## config.mk

```make
export PLATFORM = sky130hd
export DESIGN_NAME = dmem_arbiter
export DESIGN_NICKNAME = d
export VERILOG_FILES = /design/src/rtl/dmem_arbiter.sv
export SDC_FILE = /design/constraint.sdc
export NUM_CORES = 1
export LEC_CHECK = 0
export CAP_MARGIN = 5
export CORE_AREA = 4 4 123 125
export DETAILED_ROUTE_END_ITERATION = 8
export DIE_AREA = 0 0 127 129
export SLEW_MARGIN = 20
export SYNTH_ARGS = -nofsm -noshare
export SYNTH_HDL_FRONTEND = slang
export SYNTH_SLANG_ARGS = --single-unit
```

## constraint.sdc

```tcl
create_clock -name clk -period 1.64 [get_ports clk]
set_input_delay 0.164 -clock clk [delete_from_list [all_inputs] [get_ports clk]]
set_output_delay 0.164 -clock clk [all_outputs]
set_load 0.005 [all_outputs]
```

## src/rtl/dmem_arbiter.sv

```systemverilog
`default_nettype none
// ============================================================================
// Module   : dmem_arbiter
// Purpose  : Two-port front end for the block-RAM data memory. Port 0 (LSU)
//            has priority over port 1 (DMA/loader). Tracks the one-cycle read
//            latency and steers load data back to the issuing port.
// Options  : DMEM_ARB_STARVE_EN enables the port-1 starvation guard.
// Revision : 1.0 - initial release
// ============================================================================
module dmem_arbiter #(
  parameter int ADDR_W   = 15,
  parameter int MAX_WAIT = 8,
  parameter int CNT_W    = 4
) (
  input  logic        clk,
  input  logic        rst_n,
  input  logic        req0_valid,
  input  logic [3:0]  req0_wmem,
  input  logic [4:0]  req0_rmem,
  input  logic [31:0] req0_addr,
  input  logic [31:0] req0_wdata,
  output logic        req0_ready,
  output logic        rsp0_valid,
  output logic [31:0] rsp0_rdata,
  input  logic        req1_valid,
  input  logic [3:0]  req1_wmem,
  input  logic [4:0]  req1_rmem,
  input  logic [31:0] req1_addr,
  input  logic [31:0] req1_wdata,
  output logic        req1_ready,
  output logic        rsp1_valid,
  output logic [31:0] rsp1_rdata,
  output logic [3:0]  mem_wmem,
  output logic [4:0]  mem_rmem,
  output logic [31:0] mem_addr,
  output logic [31:0] mem_store_data,
  input  logic [31:0] mem_load_data,
  output logic        conflict_err
);

  logic        w_force1;
  logic        w_grant0;
  logic        w_grant1;
  logic        w_any;
  logic [3:0]  w_sel_wmem;
  logic [4:0]  w_sel_rmem;
  logic [31:0] w_sel_addr;
  logic [31:0] w_sel_wdata;
  logic        w_rd_issue;
  logic        w_conflict;
  logic        w_unused_addr_hi;

  logic        r_rd_pend;
  logic        r_rd_port;
  logic [4:0]  r_rmem_q;
  logic [31:0] r_addr_q;
  logic        r_conflict;

`ifdef DMEM_ARB_STARVE_EN
  logic [CNT_W-1:0] r_wait_cnt;

  assign w_force1 = req1_valid && (r_wait_cnt == CNT_W'(MAX_WAIT));

  always_ff @(posedge clk or negedge rst_n) begin
    if (!rst_n) begin
      r_wait_cnt <= '0;
    end else if (!req1_valid || w_grant1) begin
      r_wait_cnt <= '0;
    end else if (r_wait_cnt != CNT_W'(MAX_WAIT)) begin
      r_wait_cnt <= r_wait_cnt + 1'b1;
    end
  end
`else
  logic [CNT_W-1:0] w_unused_wait_limit;

  assign w_unused_wait_limit = CNT_W'(MAX_WAIT);
  assign w_force1            = 1'b0;
`endif

  // Grants are masked while in reset so every output reads zero.
  assign w_grant0 = rst_n & req0_valid & ~w_force1;
  assign w_grant1 = rst_n & req1_valid & (~req0_valid | w_force1);
  assign w_any    = w_grant0 | w_grant1;

  assign req0_ready = w_grant0;
  assign req1_ready = w_grant1;

  always_comb begin
    w_sel_wmem  = req0_wmem;
    w_sel_rmem  = req0_rmem;
    w_sel_addr  = {{(32-ADDR_W){1'b0}}, req0_addr[ADDR_W-1:0]};
    w_sel_wdata = req0_wdata;
    if (w_grant1) begin
      w_sel_wmem  = req1_wmem;
      w_sel_rmem  = req1_rmem;
      w_sel_addr  = {{(32-ADDR_W){1'b0}}, req1_addr[ADDR_W-1:0]};
      w_sel_wdata = req1_wdata;
    end
  end

  assign w_unused_addr_hi = ^{req0_addr[31:ADDR_W], req1_addr[31:ADDR_W]};

  // A combined store+load performs the store and drops the load.
  assign w_rd_issue = w_any && (w_sel_rmem != 5'd0) && (w_sel_wmem == 4'd0);
  assign w_conflict = w_any && (w_sel_rmem != 5'd0) && (w_sel_wmem != 4'd0);

  always_ff @(posedge clk or negedge rst_n) begin
    if (!rst_n) begin
      r_rd_pend  <= 1'b0;
      r_rd_port  <= 1'b0;
      r_rmem_q   <= 5'd0;
      r_addr_q   <= 32'd0;
      r_conflict <= 1'b0;
    end else begin
      r_rd_pend <= w_rd_issue;
      r_rmem_q  <= w_rd_issue ? w_sel_rmem : 5'd0;
      if (w_rd_issue) begin
        r_rd_port <= w_grant1;
      end
      if (w_any) begin
        r_addr_q <= w_sel_addr;
      end
      if (w_conflict) begin
        r_conflict <= 1'b1;
      end
    end
  end

  assign mem_addr       = w_any ? w_sel_addr  : r_addr_q;
  assign mem_wmem       = w_any ? w_sel_wmem  : 4'd0;
  assign mem_store_data = w_any ? w_sel_wdata : 32'd0;
  assign mem_rmem       = r_rd_pend ? r_rmem_q : 5'd0;

  assign rsp0_valid   = r_rd_pend & ~r_rd_port;
  assign rsp1_valid   = r_rd_pend &  r_rd_port;
  assign rsp0_rdata   = rsp0_valid ? mem_load_data : 32'd0;
  assign rsp1_rdata   = rsp1_valid ? mem_load_data : 32'd0;
  assign conflict_err = r_conflict;

endmodule
`default_nettype wire

```

==> results.toml <==
[power_and_ir_drop]
p_total_w = 0.003254
p_sw_w = 0.0008139
power_frac_seq = 0.326
power_frac_comb = 0.321
internal-power_w = 0.002440
sw_frac_of_total = 0.2501
clkPwrFrac = 0.353
power_density_mw_per_mm2 = 518.9
peakVddDrop_v = 0.0004099
p_leak_nw = 3.476

[setup_path]
max_stage_delay_ns = 0.50
crit_fanout = 9
crit_arrival_ns = 1.64
rr_worst_depth = 3
crit_path_cell_trace = "nor2b_4, buf_6, and2_1, clkdlybuf4s50_1"
crit_path_start = "r_rd_port$_DFFE_PN0P_"
cp-end-kind = "output port"
r2r_slack_ns = 0.64
crit_slowest_cell = "clkdlybuf4s50_1"
worstPathRequired_ns = 1.48
criticalPathCategory = "reg2out"
crit_end = "rsp0_rdata[16]"
cp-start-kind = "flip-flop"
r2r_start = "r_rd_port$_DFFE_PN0P_"
r2r-end = "r_rd_port$_DFFE_PN0P_"

[global_route]
grt_pass1_vias = 3506
antenna_found_initial = 0
grt_max_degree = 35
grt_pass1_wl_um = 19420
grt_use_total = 0.1469
overflow = 0

[final_layout]
nets = 781
design_area_mm2 = 0.006271
antenna_cells = 0
fillers = 1355
drive_gt1_frac = 0.1833
syn2layout_area_growth_pct = 146.9

[synth]
avgSynthCellArea_um2 = 9.407
synth_top_family_by_area = "simple AND/OR/NAND/NOR gates"
yosys.area_share.adder = 0
synth_top_area_share = 0.3941
synth_cell_type_count = 26
synth_top_cell_by_area = "dfrtp_1"
synthTopCellsByCount = "a22o_1 (62), and2_1 (56), dfrtp_1 (40)"
synth_warnings = 0
synth.ff_latch_count = 40
syn_inst = 270
synth_compound_area_frac = 0.2719
synth_edf_count = 0
synth-async-reset-ratio = 1.000
synthXorXnorAreaFrac = 0
syn-cell-area_mm2 = 0.002540
synth-seq-area-share = 0.3941
synthMuxAreaShare = 0
syn-num-nets = 452
yosys.area_share.simple = 0.2744
yosysMostFrequentCell = "a22o_1"
synth_area_leaders = "dfrtp_1 (39%), a22o_1 (21%), and2_1 (14%)"
synthFlopType = "dfrtp_1"

[floorplanning]
start_util = 0.1830
core_region_area_mm2 = 0.01388
die_area_mm2 = 0.01638
num_rows = 43
num_io_pins = 324
die_y_um = 129
die_w_um = 127

[timing]
tightest_slew_ns = 0.5130
slew_headroom = 0.6569
rsz0062_at_grt = "yes"
fin_crit_ns = 1.805
slew_viol_final = 0
hold_viol = 0
clock.fmax_mhz = 554.0
finalCritPeriodShare = 1.101
setup_viol = 35
clock_skew_ns = 0
setup_ws_ns = -0.1652

[clock_network]
cts_buffers = 5
clockBufferDepth = 2
cts_tree = "yes"
ctsHtreeMaxLevel = 2
root_buffer = "clkbuf_16"
clk_pin_slew_ns = 0.06
clkSinkCount = 40
worstSkewPairLatency_ns = 0.28

[run_status]
outcome = "finished with violations"
violations = "negative setup slack"

[routing]
ant_nets = 0
via_per_inst = 4.371
drt_iter0_drc = 71
first_pass_iters = 4
routed_wl_um = 13550
route.vias.total = 3409
drcViolationCount = 0
wl_per_cell_um = 17.37

[min_path]
hp-class = "in2async"

[place]
io_buffers = 289
gp_congestion = 0.8576
placed_area_mm2 = 0.005783
hpwl_um = 10250

[run]
drv_cap = 0
-- power groups by stage --
stage / clock, W / combinational [W] / sequential (W)
5_1_grt: 0.00124 / 0.00112 / 0.00106
2_1_floorplan: 0 / 0.000276 / 0.00107
6_report: 0.00115 / 0.00104 / 0.00106
3_3_place_gp: 0 / 0.000977 / 0.00107
4_1_cts: 0.00118 / 0.000988 / 0.00106
3_5_place_dp: 0 / 0.000987 / 0.00107
-- registers in the layout (all words and copies together), names as in the netlist --
signal,flops
r_addr_q,32
r_rmem_q,5
conflict_err,1
r_rd_pend,1
r_rd_port,1
-- kinds of logic (layout without fill, tap and decap cells) --
group                  Yosys count  count (layout)
AOI/OAI and AO/OA               82              82
buffers and inverters           29             359
DFF                             40              40
and+or+nand+nor                119             119
-- routing by layer --
metal	global-route usage	vias to the layer above	wire length [um]
met5	0	-	0
met4	0.02587	0	170
met3	0.04193	16	1220
met2	0.2643	184	7028
met1	0.1765	1572	5132
li1	-	1637	-
-- per-stage QoR --
step | setup TNS [ns] | std cells | util | worst slack (ns) | hold slack (ns)
3_5_place_dp | -29.29 | 744 | 0.4166 | -0.4390 | 0.1846
4_1_cts | -6.095 | 768 | 0.4385 | -0.2028 | 0.2217
2_1_floorplan | 0 | 270 | - | 0.3879 | -0.1316
3_3_place_gp | -28.09 | 744 | 0.4166 | -0.4393 | 0.1829
6_report | -4.440 | 780 | 0.4518 | -0.1652 | 0.2195
5_1_grt | -6.899 | 780 | 0.4518 | -0.2308 | 0.2777
-- what timing repair did --
action / in CTS / in global routing
hold buffers: 2 / 0
resized for setup: 127 / 88
pin swaps: 0 / 1
endpoints found under the hold margin: 10 / 0
endpoints found under the setup margin: 141 / 65
buffers inserted: 9 / 10
cloned: 5 / 3
-- worst min-delay path by stage --
stage                     startpoint                       end  slack [ns]  cells after the start
after floorplan                rst_n  conflict_err$_DFFE_PN0P_       -0.13                      0
after global placement         rst_n     r_addr_q[3]$_DFF_PN0_        0.18                      2
after detailed placement       rst_n     r_addr_q[3]$_DFF_PN0_        0.18                      2
after CTS                      rst_n    r_addr_q[18]$_DFF_PN0_        0.22                      3
after global routing           rst_n    r_addr_q[31]$_DFF_PN0_        0.28                      3
final                          rst_n    r_addr_q[31]$_DFF_PN0_        0.22                      3
-- layout by cell type, fill, tap and decap left out, drive strengths merged, types with 2 or more instances in the layout --
master,instances
a211oi,2
a21o,2
a21oi,9
a22o,62
and2,56
and3,32
buf,61
bufbuf,2
clkbuf,23
clkdlybuf4s50,168
dfrtp,40
dlygate4sd2,78
dlygate4sd3,2
dlymetal6s2s,19
inv,4
nand2,20
nor2,4
nor2b,2
nor3,2
o21ai,3
or4,2
-- final cells by class --
cell class	count	area [um2]	share of cell area
clock inverters	3	46.29	0.007382
clock buffers	5	125.1	0.01995
multi-input cells	201	1439	0.2294
inverters	3	13.76	0.002195
well taps	180	225.2	0.03591
repair buffers	348	3420	0.5453
flip-flops and latches	40	1002	0.1598
-- critical path, delay by kind of cell (launching register included) --
family        cells  cell delay [ns]
buf+inv           2             0.64
flops             1             0.44
simple gates      2             0.28
No activity file was read; power rests on OpenSTA's default activity.
